<file path="config.mk">
export PLATFORM = sky130hd
export DESIGN_NAME = trig_sequencer_flat
export DESIGN_NICKNAME = d
export VERILOG_FILES = /design/src/rtl/trig_if.sv /design/src/rtl/trig_sequencer.sv /design/src/flat_wrapper.sv
export SDC_FILE = /design/constraint.sdc
export NUM_CORES = 1
export LEC_CHECK = 0
export BUFFER_PORTS_ARGS = -buffer_cell sky130_fd_sc_hd__buf_2
export CAP_MARGIN = 10
export CORE_MARGIN = 1.5
export CORE_UTILIZATION = 64
export DETAILED_ROUTE_END_ITERATION = 10
export GPL_ROUTABILITY_DRIVEN = 1
export HOLD_SLACK_MARGIN = 0.08
export PLACE_DENSITY = 0.85
export SYNTH_ARGS = -nofsm -noshare
export SYNTH_HDL_FRONTEND = slang
export SYNTH_SLANG_ARGS = --single-unit
</file>
<file path="constraint.sdc">
create_clock -name CLK -period 6.6 [get_ports CLK]
set_input_delay 1.32 -clock CLK [delete_from_list [all_inputs] [get_ports CLK]]
set_output_delay 1.32 -clock CLK [all_outputs]
set_load 0.05 [all_outputs]
</file>
<file path="src/rtl/trig_if.sv">
// Pacing and reset-sequencing signals between trig_sequencer and its
// surroundings. The master modport is the sequencer side.
interface trig_if #(
   parameter int NCH = 4
) ();
   // Start is a level enable. FrameBusy is a level hold-off: a trigger that
   // falls due while it is high is deferred until the first cycle it is low.
   // Every output is a register in the sequencer.
   logic            Start;
   logic            FrameBusy;
   logic [NCH-1:0]  SubRstN;
   logic            Ready;
   logic            FrameTrig;
   logic [15:0]     FrameCnt;
   logic            Overrun;
   logic [2:0]      State;

   modport master (
      input  Start, FrameBusy,
      output SubRstN, Ready, FrameTrig, FrameCnt, Overrun, State
   );

   modport slave (
      output Start, FrameBusy,
      input  SubRstN, Ready, FrameTrig, FrameCnt, Overrun, State
   );
endinterface

</file>
<file path="src/rtl/trig_sequencer.sv">
// Power-on reset sequencer and frame trigger scheduler: releases subsystem
// resets one by one on prescaled ticks, then paces FrameTrig while Start is high.
module trig_sequencer #(
   parameter int NCH         = 4,
   parameter int PRE_DIV     = 400,
   parameter int RST_TICKS   = 5,
   parameter int GAP_TICKS   = 2,
   parameter int FRAME_TICKS = 100
) (
   input  logic   CLK,
   input  logic   RstBtn,
   trig_if.master bus
);
   typedef enum logic [2:0] {
      S_HOLD = 3'd0,
      S_REL  = 3'd1,
      S_IDLE = 3'd2,
      S_RUN  = 3'd3,
      S_WAIT = 3'd4
   } state_e;

   localparam int             IW       = $clog2(NCH + 1);
   localparam logic [IW-1:0]  NCH_I    = IW'(NCH);
   localparam logic [15:0]    PRE_LAST = 16'(PRE_DIV - 1);
   localparam logic [15:0]    RST_T    = 16'(RST_TICKS);
   localparam logic [15:0]    GAP_T    = 16'(GAP_TICKS);
   localparam logic [15:0]    FRAME_T  = 16'(FRAME_TICKS);

   state_e          state_q;
   logic [15:0]     presc_q, presc_d;
   logic [15:0]     tcnt_q, tcnt_d;
   logic [IW-1:0]   idx_q;
   logic [NCH-1:0]  sub_rst_n_q;
   logic            ready_q;
   logic            trig_q;
   logic [15:0]     frame_cnt_q;
   logic            overrun_q;
   logic            tick;
   logic            tgt_hit;
   logic [15:0]     target;

   // The tick counter's target depends on the phase of the sequence.
   always_comb begin
      tick    = (presc_q == PRE_LAST);
      presc_d = tick ? 16'd0 : presc_q + 16'd1;
      case (state_q)
         S_HOLD:  target = RST_T;
         S_REL:   target = GAP_T;
         default: target = FRAME_T;
      endcase
      tgt_hit = tick && (tcnt_q == target - 16'd1);
      tcnt_d  = tcnt_q;
      if (tick) tcnt_d = tgt_hit ? 16'd0 : tcnt_q + 16'd1;
   end

   always_ff @(posedge CLK) begin
      if (!RstBtn) begin
         state_q     <= S_HOLD;
         presc_q     <= 16'd0;
         tcnt_q      <= 16'd0;
         idx_q       <= '0;
         sub_rst_n_q <= '0;
         ready_q     <= 1'b0;
         trig_q      <= 1'b0;
         frame_cnt_q <= 16'd0;
         overrun_q   <= 1'b0;
      end else begin
         trig_q  <= 1'b0;
         presc_q <= presc_d;
         tcnt_q  <= tcnt_d;
         case (state_q)
            S_HOLD: begin
               if (tgt_hit) begin
                  sub_rst_n_q[0] <= 1'b1;
                  idx_q          <= IW'(1);
                  state_q        <= S_REL;
               end
            end
            S_REL: begin
               if (tgt_hit) begin
                  if (idx_q < NCH_I) begin
                     for (int i = 0; i < NCH; i++)
                        if (idx_q == IW'(i)) sub_rst_n_q[i] <= 1'b1;
                     idx_q <= idx_q + IW'(1);
                  end else begin
                     ready_q <= 1'b1;
                     state_q <= S_IDLE;
                  end
               end
            end
            S_IDLE: begin
               if (bus.Start) begin
                  if (!bus.FrameBusy) begin
                     trig_q      <= 1'b1;
                     frame_cnt_q <= frame_cnt_q + 16'd1;
                     presc_q     <= 16'd0;
                     tcnt_q      <= 16'd0;
                     state_q     <= S_RUN;
                  end else begin
                     overrun_q <= 1'b1;
                     state_q   <= S_WAIT;
                  end
               end
            end
            S_RUN: begin
               // A falling Start outranks a trigger due on the same edge.
               if (!bus.Start) begin
                  state_q <= S_IDLE;
               end else if (tgt_hit) begin
                  if (!bus.FrameBusy) begin
                     trig_q      <= 1'b1;
                     frame_cnt_q <= frame_cnt_q + 16'd1;
                  end else begin
                     overrun_q <= 1'b1;
                     state_q   <= S_WAIT;
                  end
               end
            end
            S_WAIT: begin
               presc_q <= presc_q;
               tcnt_q  <= tcnt_q;
               if (!bus.Start) begin
                  state_q <= S_IDLE;
               end else if (!bus.FrameBusy) begin
                  trig_q      <= 1'b1;
                  frame_cnt_q <= frame_cnt_q + 16'd1;
                  presc_q     <= 16'd0;
                  tcnt_q      <= 16'd0;
                  state_q     <= S_RUN;
               end
            end
            default: state_q <= S_HOLD;
         endcase
      end
   end

   assign bus.SubRstN   = sub_rst_n_q;
   assign bus.Ready     = ready_q;
   assign bus.FrameTrig = trig_q;
   assign bus.FrameCnt  = frame_cnt_q;
   assign bus.Overrun   = overrun_q;
   assign bus.State     = state_q;
endmodule

</file>
<file path="src/flat_wrapper.sv">
// flat-port wrapper written by rule: the top's interface ports become plain ports
module trig_sequencer_flat 
#(
   parameter int NCH         = 4,
   parameter int PRE_DIV     = 400,
   parameter int RST_TICKS   = 5,
   parameter int GAP_TICKS   = 2,
   parameter int FRAME_TICKS = 100
)
  (CLK, RstBtn, bus_Start, bus_FrameBusy, bus_SubRstN, bus_Ready, bus_FrameTrig, bus_FrameCnt, bus_Overrun, bus_State);
  trig_if #(.NCH(NCH)) bus_i ();
  input  logic CLK;
  input  logic RstBtn;
  input wire logic [$bits(bus_i.Start)-1:0] bus_Start;
  input wire logic [$bits(bus_i.FrameBusy)-1:0] bus_FrameBusy;
  output wire logic [$bits(bus_i.SubRstN)-1:0] bus_SubRstN;
  output wire logic [$bits(bus_i.Ready)-1:0] bus_Ready;
  output wire logic [$bits(bus_i.FrameTrig)-1:0] bus_FrameTrig;
  output wire logic [$bits(bus_i.FrameCnt)-1:0] bus_FrameCnt;
  output wire logic [$bits(bus_i.Overrun)-1:0] bus_Overrun;
  output wire logic [$bits(bus_i.State)-1:0] bus_State;
  assign bus_i.Start = bus_Start;
  assign bus_i.FrameBusy = bus_FrameBusy;
  assign bus_SubRstN = bus_i.SubRstN;
  assign bus_Ready = bus_i.Ready;
  assign bus_FrameTrig = bus_i.FrameTrig;
  assign bus_FrameCnt = bus_i.FrameCnt;
  assign bus_Overrun = bus_i.Overrun;
  assign bus_State = bus_i.State;
  trig_sequencer #(.NCH(NCH), .PRE_DIV(PRE_DIV), .RST_TICKS(RST_TICKS), .GAP_TICKS(GAP_TICKS), .FRAME_TICKS(FRAME_TICKS)) u_core (.CLK(CLK), .RstBtn(RstBtn), .bus(bus_i));
endmodule
</file>
Word level (Yosys, flattened, before mapping)
Index checks and enable logic that the tools add are counted.
{"block": "word_totals", "register_bits": 61, "latch_bits": 0, "ram_bits": 0, "romBits": 0, "input_bits": 4, "output_inout_bits": 26, "wordCells": 105, "mem_count": 0}
{"block": "op_classes", "n_addsub": 5, "mul": 0, "div": 0, "magnitude_cmp": 1, "n_eq_ne": 23, "shifts": 0, "mux": 46, "bitwise": 1, "n_reduce_logical": 17}
{"operator": "16-bit 2-to-1 mux", "count": 13}
{"operator": "16-bit case mux with 2 select lines", "count": 3}
{"operator": "16-bit by 1-bit adder with 16-bit output, second input constant", "count": 3}
{"operator": "3-bit 2-to-1 mux", "count": 12}
{"operator": "4-bit AND reduction", "count": 6}
{"operator": "16-bit == test", "count": 1}
{"operator": "16-bit by 9-bit == test with 1-bit output, second input constant", "count": 1}
{"operator": "3-bit case mux with 5 select lines", "count": 1}
{"operator": "7-bit case mux with 2 select lines", "count": 1}
{"operator": "3-bit by 2-bit == test with 1-bit output, second input constant", "count": 4}
{"operator": "1-bit 2-to-1 mux", "count": 12}
{"operator": "2-bit by 1-bit != test with 1-bit output, second input constant", "count": 6}
{"operator": "2-bit != test, second input constant", "count": 5}
{"operator": "7-bit by 1-bit subtractor with 8-bit output, second input constant", "count": 1}
{"operator": "7-bit AND reduction", "count": 1}
{"operator": "3-bit by 1-bit == test with 1-bit output, second input constant", "count": 2}
{"operator": "3-bit zero test", "count": 2}
{"operator": "3-bit != test, second input constant", "count": 2}
{"operator": "1-bit case mux with 2 select lines", "count": 3}
{"operator": "3-bit case mux with 2 select lines", "count": 1}
{"operator": "2-bit nonzero test", "count": 3}
{"operator": "5-bit AND reduction", "count": 1}
{"operator": "3-bit by 1-bit adder with 3-bit output, second input constant", "count": 1}
{"operator": "3-bit == test, second input constant", "count": 1}
{"operator": "other kinds (7)", "count": 7}

Depth between registers and ports, before layout
Gate-level depths: netlist of the first run.
{"block": "depth", "depth_word": 10, "mapped_depth": 13, "mapped_depth_nobuf": 10}

Worst setup path after synthesis of the first run
Ideal clock, no wire load.
{"block": "synth_path", "path_kind": "register to register", "from": "register u_core.state_q[1] (netlist: u_core.bus.State[1])", "to": "register u_core.frame_cnt_q[4] (netlist: u_core.bus.FrameCnt[4])", "setup_ns": 0.070, "arrival_time_ns": 3.204, "t_required_ns": 6.530, "slack_ns": 3.326, "stages_incl_launch_ff": 12, "n_path_buf": 2, "synth_period_minus_slack_ns": 3.274, "path_cell_list": "dfxtp_1 clkbuf_1 clkbuf_1 nor2_1 nand2_1 ha_1 xnor2_1 nor4_1 o2111ai_4 o31a_1 or3_1 a21oi_1"}
{"block": "synth_via", "elab_chain_len": 7, "word_cells_on_any_way": 16, "cone_classes": "1 x add/sub; 8 x eq/ne; 2 x mux; 5 x reduce/logical"}
{"element": "start, declared", "line_no": "trig_sequencer.sv:29", "text": "state_e state_q;"}
{"element": "start signal, assigned", "line_no": "trig_sequencer.sv:58", "text": "state_q <= S_HOLD;"}
{"element": "start signal, assigned", "line_no": "trig_sequencer.sv:76", "text": "state_q <= S_REL;"}
{"element": "start signal, assigned", "line_no": "trig_sequencer.sv:87", "text": "state_q <= S_IDLE;"}
{"element": "3-bit by 1-bit == test with 1-bit output / 3-bit zero test (equally long branches)", "line_no": "trig_sequencer.sv:46", "text": "case (state_q)"}
{"element": "7-bit case mux with 2 select lines", "line_no": "trig_sequencer.sv:46"}
{"element": "7-bit by 1-bit subtractor with 8-bit output", "line_no": "trig_sequencer.sv:51", "text": "tgt_hit = tick && (tcnt_q == target - 16'd1);"}
{"element": "16-bit == test", "line_no": "trig_sequencer.sv:51"}
{"element": "1-bit logical AND", "line_no": "trig_sequencer.sv:51"}
{"element": "2-bit by 1-bit != test with 1-bit output (no line)"}
{"element": "4-bit AND reduction (no line)"}
{"element": "end signal, assigned", "line_no": "trig_sequencer.sv:95", "text": "frame_cnt_q <= frame_cnt_q + 16'd1;"}
{"element": "end signal, assigned", "line_no": "trig_sequencer.sv:112", "text": "frame_cnt_q <= frame_cnt_q + 16'd1;"}
{"element": "end signal, assigned", "line_no": "trig_sequencer.sv:126", "text": "frame_cnt_q <= frame_cnt_q + 16'd1;"}
{"element": "end, declared", "line_no": "trig_sequencer.sv:36", "text": "logic [15:0] frame_cnt_q;"}
Parallel ways exist; a longest one is shown, timed or not.
A chain may end at the register's enable or synchronous reset.

Worst setup path in the final report of the first run
{"block": "layout_path", "from": "register u_core.state_q[1] (netlist: u_core.bus.State[1])", "to": "register u_core.tcnt_q[14]"}
{"block": "layout_via", "elab_chain_len": 10, "word_cells_on_any_way": 16, "cone_classes": "1 x add/sub; 6 x eq/ne; 6 x mux; 3 x reduce/logical"}
{"element": "3-bit by 1-bit == test with 1-bit output / 3-bit zero test (equally long branches)", "line_no": "trig_sequencer.sv:46"}
{"element": "7-bit case mux with 2 select lines", "line_no": "trig_sequencer.sv:46"}
{"element": "7-bit by 1-bit subtractor with 8-bit output", "line_no": "trig_sequencer.sv:51"}
{"element": "16-bit == test", "line_no": "trig_sequencer.sv:51"}
{"element": "1-bit logical AND", "line_no": "trig_sequencer.sv:51"}
{"element": "16-bit 2-to-1 mux (2 in series)", "line_no": "trig_sequencer.sv:53", "text": "if (tick) tcnt_d = tgt_hit ? 16'd0 : tcnt_q + 16'd1;"}
{"element": "16-bit 2-to-1 mux", "line_no": "trig_sequencer.sv:93", "text": "if (!bus.FrameBusy) begin"}
{"element": "16-bit 2-to-1 mux", "line_no": "trig_sequencer.sv:92", "text": "if (bus.Start) begin"}
{"element": "16-bit case mux with 2 select lines", "line_no": "trig_sequencer.sv:71", "text": "case (state_q)"}
{"element": "end signal, assigned", "line_no": "trig_sequencer.sv:70", "text": "tcnt_q <= tcnt_d;"}
{"element": "end signal, assigned", "line_no": "trig_sequencer.sv:121", "text": "tcnt_q <= tcnt_q;"}
{"element": "end, declared", "line_no": "trig_sequencer.sv:31", "text": "logic [15:0] tcnt_q, tcnt_d;"}
Parallel ways exist; a longest one is shown, timed or not.

==> key figures, run 1 <==
Place
  – Hpwl dp: 4.57 mm
  – Placed insts: 475
  – Placed cell areas: between 3000 and 4000 sq um
  – Final GP Congestion: a little under 0.9
  – Port bufs: 29
  – Post-Place Worst Slack: around 3.2 ns

Worst setup path
  – WS Path Type: reg -> reg
  – Critical path launch point: u_core.bus.State[1]
  – Reg2reg path depth: 9
  – Worst Setup Start Kind: flip-flop
  – Crit path capture type: flip-flop
  – CP required: 6.89 ns
  – R2R Path End: u_core.tcnt_q[14]
  – End of the critical path: u_core.tcnt_q[14]
  – Worst EP arrival: roughly 3.8 ns
  – Register-to-register setup slack: between 3 and 4 ns
  – Reg-to-Reg Start: u_core.bus.State[1]
  – CP Max Fanout: 17

Global route
  – Remaining Overflow, GRT: 0
  – First-pass GRT wire length: 11.1 mm
  – Initial antenna violation count: 0
  – Vias in the first global route: about 2600
  – Total GRT Usage: 0.263
  – Largest net degree at the start of global routing: 29

STA
  – Setup WS post-layout: 3.13 ns
  – Achievable Freq: ~290 MHz
  – Post-layout minimum cycle time: around 3.5 ns
  – Worst-Margin Slew: about 0.94 ns
  – Max-slew violations: 0
  – Unrepaired setup endpoints after global routing: no
  – Endpoints failing hold: 0
  – Endpoints failing setup: 0
  – Max transition margin: 0.370
  – Ratio of final minimum period to clock period: 0.526
  – Clock skew: 0.00675 ns
  – Setup TNS: 0 ns

Cells and area
  – End-of-flow core utilization: 0.752
  – Fill count: approximately 390
  – Final cell count without fillers: a little under 500
  – Most common cell after layout, fill and taps aside: dfxtp_1
  – Final Cell Area: 3620 sq um
  – Area of the multi-input gates: ~1900 sq um
  – Total Nets Final: 434
  – Register area: 1220 sq um
  – # diodes: 0
  – Most frequent cells in the layout: dfxtp_1, nand2_1, nor2_1
  – Fraction of layout cells with a size suffix above 1: 0.130
  – Synth-to-layout area growth: 10.5%

Clock tree
  – Clk slew on worst S/H paths: about 0.06 ns
  – Clock Sinks: 61
  – CTS buffer count: 9
  – Cts hold-fix bufs: 0
  – Worst-skew pair later-pin latency: ~0.35 ns
  – # H-tree levels: 3
  – Maximum clock insertion buffer count: 2
  – Root Buffer: clkbuf_8
  – Post-CTS sizing: 0
  – Post-CTS setup buffer count: 0
  – CTS tree: yes

Logic synthesis
  – Sequential share of the synthesized area: 0.372
  – Synth async-reset ratio: 0
  – Syn_nets: ~410
  – Cell variety after synth: 54
  – Number of synthesized flops with an enable pin: 0
  – Seq cells post-synth: approximately 60
  – Share of the synthesized area in the top cell type: 0.372
  – Synth area leaders: dfxtp_1, nand2_1, nor2_1
  – Synth Flop Type: dfxtp_1
  – Area leader, netlist: dfxtp_1
  – Syn Area/Cell: between 8 and 9 sq um
  – Synth Cell Area: 3280 sq um
  – Synthesized instance count: 398
  – Warnings, synthesis: 0

Die
  – Rows: 25
  – I/O pin count: 30
  – Die Y: around 75 um
  – Die area: 5560 sq um
  – Starting Density: 0.681
  – Core Box Area: between 4000 and 5000 sq um
  – Chip width: around 75 um

Route
  – DRC: 0
  – Routed WL: 6.82 mm
  – Iter 0 DRT Violations: 184
  – Via total after detailed routing: approximately 2900
  – Wire per inst: 13.9 um
  – First-pass DRT Iterations: 4
  – Vias/cell: 5.92
  – Routed Antenna Nets: 0

Min path
  – Hold Crit Class: reg -> reg

Power
  – Power Dens Cells: roughly 200 nW/um^2
  – Peak supply drop: ~0.13 mV
  – Cell leakage power: roughly 1.5 nW

Job
  – Maxcap violations: 0

Run status
  – Status: complete, no violations
==> worst max-delay path, stage by stage, from the launching register on <==
cell,delay (ns)
dfxtp_1,0.45
nor2_1,0.35
nand2_1,0.20
ha_1,0.35
a211o_1,0.34
and3_1,0.21
o22ai_2,0.36
o211ai_1,0.45
or4_1,0.63
nand3_1,0.08
==> cell families (layout without fill, tap and decap cells) <==
kind of cell             count (synthesis)  count (layout)  share of synthesized area
multiplexers                            10              10                     0.0305
XOR/XNOR                                18              18                     0.0481
AND/OR/NAND/NOR                        193             193                      0.313
AO/OA/AOI/OAI                           77              77                      0.161
flip-flops                              61              61                      0.372
buffers and inverters                   28              54                     0.0336
adder cells (fa/ha/maj)                 11              11                     0.0420
==> worst min path at each step <==
stage                     slack (ns)                  to                from  cells after the start
after floorplan                 0.45   u_core.tcnt_q[15]   u_core.tcnt_q[15]                      2
after global placement          0.43  u_core.bus.Overrun  u_core.bus.Overrun                      2
after detailed placement        0.43  u_core.bus.Overrun  u_core.bus.Overrun                      2
after CTS                       0.44  u_core.bus.Overrun  u_core.bus.Overrun                      2
after global routing            0.45  u_core.bus.Overrun  u_core.bus.Overrun                      2
final                           0.44  u_core.bus.Overrun  u_core.bus.Overrun                      2
==> registers in the layout, indices dropped and copies added (netlist names) <==
register              cells
u_core.bus.Ready          1
u_core.bus.FrameTrig      1
u_core.presc_q           16
u_core.bus.FrameCnt      16
u_core.bus.State          3
u_core.bus.SubRstN        4
u_core.tcnt_q            16
u_core.idx_q              3
u_core.bus.Overrun        1
==> layer usage <==
metal | up-vias | wire length (um) | track usage
met4 | 0 | 116 | 0.143
met2 | 75 | 3200 | 0.430
met1 | 1342 | 3190 | 0.322
li1 | 1476 | - | -
met5 | - | 0 | 0
met3 | 15 | 305 | 0.0569
==> synth_stat cells, drive strengths merged, types with 4 or more instances <==
cell type and number:
xnor2 8, a21o 5, a31oi 4, o21ai 18
a21oi 25, clkbuf 17, mux2i 10, nand2 45
nor3 8, nand4b 5, nor2 42, inv 9
ha 11, dfxtp 61, nand2b 10, and3 13
nand4 12, nand3 25, xor2 10, or3 10
==> metrics by stage <==
step                      hold slack [ns]  total power (W)
after detailed placement            0.432         0.000397
after global placement              0.435         0.000397
after CTS                           0.441         0.000716
final                               0.438         0.000711
after global routing                0.452         0.000737
after floorplan                     0.448         0.000394
==> power breakdown <==
group / switching [W] / internal [W] / total, W
Combinational: 0.0000130 / 0.00000503 / 0.0000180
Clock: 0.000140 / 0.000182 / 0.000321
Sequential: 0.00000153 / 0.000370 / 0.000371
Total: 0.000154 / 0.000557 / 0.000711
==> cell type report <==
| class | instances | area share |
|---|---|---|
| clock inverter | 5 | 0.0138 |
| sequential | 61 | 0.337 |
| timing repair buffer | 29 | 0.0400 |
| inverter | 9 | 0.00932 |
| tap | 67 | 0.0231 |
| clock buffer | 11 | 0.0390 |
| multi-input combinational | 309 | 0.538 |
Note: power is estimated with default switching activity, not from simulation.
==> inputs of run 2 (changes only) <==
- ABC_AREA: unset -> 1
- CORE_UTILIZATION: 64 -> 60
- PLACE_DENSITY: 0.85 -> 0.8
- clock period: 6.6 -> 3.25 ns (I/O delays scaled with it)
==> run 2 against run 1 <==
Against the previous run:
- non-clock buffer count is 4 higher
- clock power is 110% higher
- worst hold slack better by 0.017 ns
- count of clock-buffer cells in the layout is 1 higher
- via count is 31% higher
- clock skew is 0.00088 ns lower
- flip-flop and latch count stayed put
- die area is 20% higher
- routed wire length is 29% higher
- synthesized cell count is 44% higher
- synthesized area is 13% higher
- combinational power grew to 15 times the previous value
==> key figures, run 2 <==
Run status
  – Status: complete, no violations

STA
  – Post-layout minimum cycle time: about 2.7 ns
  – Unrepaired setup endpoints after global routing: no
  – Endpoints failing setup: 0
  – Max-slew violations: 0
  – Achievable Freq: around 370 MHz
  – Ratio of final minimum period to clock period: 0.831
  – Worst-Margin Slew: roughly 0.60 ns
  – Max transition margin: 0.602
  – Endpoints failing hold: 0
  – Setup TNS: 0 ns
  – Clock skew: slightly below 0.006 ns

Die
  – Core Box Area: around 6000 sq um
  – Starting Density: 0.624
  – I/O pin count: 30
  – Die Y: around 80 um
  – Die area: approximately 6700 sq um
  – Chip width: approximately 82 um
  – Rows: 28

Logic synthesis
  – Post-Synth XOR/XNOR Area: 0.0448
  – Post-synthesis simple-gate area fraction: 0.386
  – Cell with the most instances after synthesis: nand2_1
  – Synth Cell Area: approximately 3700 sq um
  – Warnings, synthesis: 0
  – Synthesized instance count: around 570
  – Synth async-reset ratio: 0
  – Post-synthesis mux area share: 0
  – Syn Area/Cell: approximately 6.5 sq um
  – Share of the synthesized area in the top cell type: 0.329
  – Synth area leaders: dfxtp_1, nand2_1, nand3_1
  – Commonest cells post-synth: nand2_1, inv_1, nor2_1, dfxtp_1, nand3_1
  – Synth Flop Type: dfxtp_1
  – Cell variety after synth: 35
  – Synth Area in Adders: 0.0370
  – Largest family of logic cells by synthesized area: simple AND/OR/NAND/NOR gates
  – Sequential share of the synthesized area: 0.329
  – Seq cells post-synth: 61
  – Area leader, netlist: dfxtp_1
  – Number of synthesized flops with an enable pin: 0
  – Fraction of the mapped netlist area in compound gates: 0.107
  – Syn_nets: between 500 and 600

Route
  – Iter 0 DRT Violations: roughly 240
  – DRC: 0
  – Routed Antenna Nets: 0
  – Routed length on met3: 518 um
  – First-pass DRT Iterations: 5
  – Top layer in use: met4
  – Wire per inst: 12.8 um
  – Routed WL: between 8 and 9 mm
  – Met2 routed WL: between 3 and 4 mm
  – Vias/cell: between 5 and 6
  – Post-Route M1 WL: 4.15 mm
  – Via total after detailed routing: approximately 3800

Global route
  – Largest net degree at the start of global routing: 20
  – Remaining Overflow, GRT: 0
  – Total GRT Usage: 0.276
  – Vias in the first global route: 3340
  – Initial antenna violation count: 0
  – First-pass GRT wire length: 14.4 mm

Place
  – Port bufs: 29
  – Final GP Congestion: about 0.92
  – Hpwl dp: 6.28 mm
  – Placed cell areas: about 4000 sq um

Cells and area
  – Most common cell after layout, fill and taps aside: nand2_1
  – Most frequent cells in the layout: nand2_1, inv_1, nor2_1
  – Area of the multi-input gates: 2140 sq um
  – Total Nets Final: 621
  – Final Cell Area: between 4000 and 5000 sq um
  – Fill count: around 540
  – Synth-to-layout area growth: 10.6%
  – Fraction of layout cells with a size suffix above 1: 0.118
  – Register area: 1220 sq um
  – # diodes: 0

Clock tree
  – Post-CTS sizing: 0
  – CTS tree: yes
  – Clk slew on worst S/H paths: roughly 0.070 ns
  – Worst-skew pair later-pin latency: 0.34 ns
  – Post-CTS setup buffer count: 0
  – Clock Sinks: between 60 and 70
  – Cts hold-fix bufs: 0
  – Maximum clock insertion buffer count: 2
  – # H-tree levels: 3
  – CTS buffer count: 9
  – Root Buffer: clkbuf_8

Worst setup path
  – CP Max Fanout: 18
  – Buf/Inv on CP: 1
  – WS Path Type: reg -> reg
  – Slowest cell on crit path: dfxtp_1
  – CP required: around 3.5 ns
  – Max stage delay on crit path: around 0.50 ns
  – Cell mode on critical path: nand2_1
  – Worst Setup Start Kind: flip-flop
  – Worst EP arrival: 2.90 ns
  – Crit path cell chain: nor2_1, nand2_1, inv_1, ha_1, nand2_1, nand2_1, nand2_1, nand2_1, nor2_1, nand3_4, nand2_4, nand2_2, nand2_1, a21oi_1
  – Cell family with most CP delay: simple AND/OR/NAND/NOR gates
  – Crit path capture type: flip-flop

Power
  – Peak supply drop: about 0.4 mV
  – Cell leakage power: around 1.7 nW
  – Power Dens Cells: roughly 420 nW/um^2

Min path
  – Hold Crit Class: reg -> reg

Job
  – Maxcap violations: 0
-- run 2: cell types whose count changed after synthesis, moves of 7 or more --
cell | before | now
a21oi_1 | 25 | 46
nor2_1 | 42 | 67
clkbuf_1 | 17 | 5
nand3_1 | 25 | 60
nand2_2 | 0 | 7
nand2_1 | 45 | 137
nand2b_1 | 10 | 0
and3_1 | 13 | 0
or3_1 | 10 | 0
mux2i_1 | 10 | 0
inv_1 | 9 | 73
nor3_1 | 7 | 21
-- run 2: cell type report --
cell class | count | area share
Multi-Input combinational cell | 423 | 0.520
Sequential cell | 61 | 0.297
Inverter | 78 | 0.0712
Timing Repair Buffer | 33 | 0.0426
Clock buffer | 12 | 0.0353
Tap cell | 75 | 0.0228
Clock inverter | 4 | 0.0116
-- run 2: worst paths after layout --
check,startpoint,end,slack [ns],cells after the start
max reg2reg,u_core.bus.State[2],u_core.bus.FrameCnt[10],0.55,14
max,u_core.bus.State[2],u_core.bus.FrameCnt[10],0.55,14
min,u_core.bus.Ready,u_core.bus.Ready,0.45,2
min reg2reg,u_core.bus.Ready,u_core.bus.Ready,0.45,2
-- run 2: logic make-up (layout without fill, tap and decap cells) --
family / after synthesis / in the layout
AO/OA/AOI/OAI: 72 / 72
XOR/XNOR: 19 / 19
adder cells (fa/ha/maj): 11 / 11
buffers and inverters: 90 / 127
flip-flops: 61 / 61
AND/OR/NAND/NOR: 321 / 321
-- run 2: report_power, final --
group	switching (W)	internal [W]	leakage [nW]	total, W
Combinational	0.000194	0.0000832	1.13	0.000277
Sequential	0.0000189	0.000763	0.492	0.000782
Clock	0.000301	0.000373	0.0964	0.000674
Total	0.000513	0.00122	1.72	0.00173
-- run 2: layer usage --
metal  global-route usage  vias to the layer above
met5                    0                        -
met4                0.105                        0
met3               0.0578                       13
met2                0.434                      119
met1                0.369                     1761
li1                     -                     1919
-- run 2: worst reg2reg max path, cell delays in order (launching register included) --
cell and delay [ns]:
dfxtp_1 0.50, nor2_1 0.12, nand2_1 0.20, inv_1 0.11
ha_1 0.25, nand2_1 0.09, nand2_1 0.06, nand2_1 0.05
nand2_1 0.06, nor2_1 0.17, nand3_4 0.25, nand2_4 0.26
nand2_2 0.24, nand2_1 0.14, a21oi_1 0.07
-- run 2: per-stage QoR --
stage | power (W) | util | worst slack (ns) | hold slack [ns] | cells
floorplan | 0.00101 | - | 0.745 | 0.453 | 574
global placement | 0.00107 | 0.658 | 0.750 | 0.436 | 670
detailed placement | 0.00107 | 0.658 | 0.614 | 0.441 | 670
CTS | 0.00174 | 0.691 | 0.593 | 0.452 | 686
global route | 0.00181 | 0.691 | 0.331 | 0.485 | 686
finish | 0.00173 | 0.691 | 0.551 | 0.454 | 686
==> inputs of run 3 (changes only) <==
- clock period: 3.25 -> 2.6 ns (I/O delays scaled with it)
==> run 3 against run 2 <==
Against the previous run:
- critical path type unchanged
- cell area is 0.58% higher
- final cell count increased by 0.29%
- highest routed layer unchanged
- sequential power is 25% higher
- sequential share of layout area fell by 0.17 points
- setup slack got worse by 0.22 ns
- count of clock-buffer cells in the layout is 2 higher
- clock power rose by 14%
- first-iteration DRC count rose by 12%
==> key figures, run 3 (synthesis results as in run 2) <==
Run status
  – Status: complete, no violations

Route
  – Iter 0 DRT Violations: about 270
  – Vias/cell: between 5 and 6
  – Via total after detailed routing: 3707
  – Routed Antenna Nets: 0
  – Routed WL: between 8 and 9 mm
  – First-pass DRT Iterations: 5
  – DRC: 0
  – Wire per inst: 12.4 um

STA
  – Clock skew: roughly 0.0063 ns
  – Achievable Freq: between 400 and 500 MHz
  – Ratio of final minimum period to clock period: 0.871
  – Endpoints failing hold: 0
  – Endpoints failing setup: 0
  – Setup WS post-layout: approximately 0.33 ns
  – Max transition margin: 0.677
  – Max-slew violations: 0
  – Unrepaired setup endpoints after global routing: no
  – Setup TNS: 0 ns
  – Worst-Margin Slew: 0.482 ns
  – Post-layout minimum cycle time: 2.27 ns

Global route
  – First-pass GRT wire length: around 14 mm
  – Vias in the first global route: 3263
  – Grt met3 use: 0.0456
  – Total GRT Usage: 0.271
  – Remaining Overflow, GRT: 0
  – Initial antenna violation count: 0
  – Met1 Usage GRT: 0.342
  – M2 GR Usage: 0.457
  – Largest net degree at the start of global routing: 23
  – Gr busiest metal: met2

Die
  – Die area: ~6700 sq um
  – Die Y: just over 80 um
  – Core Box Area: between 5000 and 6000 sq um
  – I/O pin count: 30
  – Chip width: 81.7 um
  – Rows: 28
  – Starting Density: 0.624

Clock tree
  – CTS buffer count: 9
  – CTS tree: yes
  – # H-tree levels: 3
  – Worst-skew pair later-pin latency: 0.33 ns
  – Maximum clock insertion buffer count: 2
  – Post-CTS setup buffer count: 0
  – Root Buffer: clkbuf_8
  – Clock Sinks: 61
  – Clk slew on worst S/H paths: 0.06 ns

Cells and area
  – Total Nets Final: about 620
  – Fraction of layout cells with a size suffix above 1: 0.122
  – Fill count: roughly 520
  – Most common cell after layout, fill and taps aside: nand2_1
  – Synth-to-layout area growth: 11.3%
  – # diodes: 0
  – Most frequent cells in the layout: nand2_1, inv_1, nor2_1

Power
  – Peak supply drop: 0.345 mV
  – Power Dens Cells: slightly above 500 nW/um^2
  – Cell leakage power: between 1.5 and 2 nW

Worst setup path
  – CP Max Fanout: 17
  – Crit path capture type: flip-flop
  – Critical path launch point: u_core.bus.State[1]
  – Crit path cell chain: nor2_1, nand2_2, ha_1, nand2_1, nand2_1, nor2_1, nand2_1, nor2_1, nand3_4, nand2_8, nand2_4, inv_1, nor2_1, nor2_1
  – Worst Setup Start Kind: flip-flop
  – Cell mode on critical path: nor2_1
  – WS Path Type: reg -> reg
  – Slowest cell on crit path: dfxtp_1
  – CP required: 2.87 ns
  – Worst EP arrival: about 2.5 ns
  – Max stage delay on crit path: 0.37 ns
  – Reg-to-Reg Start: u_core.bus.State[1]

Job
  – Maxcap violations: 0

Place
  – Post-Place Worst Slack: ~0.17 ns
  – Hpwl dp: 6.21 mm
  – Final GP Congestion: around 0.97
  – Port bufs: 29

Min path
  – Hold path startpoint: u_core.bus.SubRstN[3]
  – Hold Crit Class: reg -> reg
[run 3: changes by cell type in the layout (fill, tap and decap cells not counted)]
cell,change
buf_4,+3
clkinv_2,-1
clkbuf_8,+2
clkinvlp_4,-1
bufinv_16,-1
nand2_8,+1
nand2_1,-1
[run 3: final timing paths]
| path | endpoint | cells past startpoint | slack, ns |
|---|---|---|---|
| max | u_core.bus.FrameCnt[1] | 14 | 0.33 |
| min | u_core.bus.SubRstN[3] | 2 | 0.44 |
| max reg2reg | u_core.bus.FrameCnt[1] | 14 | 0.33 |
| min reg2reg | u_core.bus.SubRstN[3] | 2 | 0.44 |
[run 3: cell type report]
class                           instances  area (sq um)  area share
Timing Repair Buffer                   36           198      0.0478
Tap cell                               75          93.8      0.0227
Clock buffer                           14           173      0.0417
Sequential cell                        61          1220       0.295
Inverter                               78           293      0.0708
Multi-Input combinational cell        423          2150       0.521
Clock inverter                          1          5.00     0.00121
[run 3: where the power goes]
part	internal, W	leakage (nW)	switching [W]	total [W]
clock network	0.000418	0.0926	0.000351	0.000770
logic	0.000107	1.15	0.000247	0.000354
registers	0.000954	0.492	0.0000221	0.000976
total	0.00148	1.73	0.000620	0.00210
[run 3: per-layer routing]
layer	vias up	routed length (um)
li1	1922	-
met1	1677	4020
met2	92	3960
met3	16	396
met4	0	155
met5	-	0
[run 3: repair_timing]
item                                    CTS  global route
hold buffers                              0             0
endpoints found under the setup margin    0            16
gates resized for setup                   0             3
[run 3: through the flow]
step | instance area (sq um) | util | cells | hold WS (ns) | power [W]
2_1_floorplan | 3720 | - | 574 | 0.453 | 0.00127
3_3_place_gp | 3940 | 0.662 | 673 | 0.434 | 0.00134
3_5_place_dp | 3940 | 0.662 | 673 | 0.436 | 0.00134
4_1_cts | 4120 | 0.692 | 688 | 0.446 | 0.00212
5_1_grt | 4140 | 0.695 | 688 | 0.479 | 0.00220
6_report | 4140 | 0.695 | 688 | 0.444 | 0.00210
[run 3: worst max-delay path: cells and delay by family, from the launching register on]
kind          cells  cell delay [ns]
flops             1             0.37
fa+ha+maj         1             0.34
buf+inv           1             0.11
simple gates     12             1.40
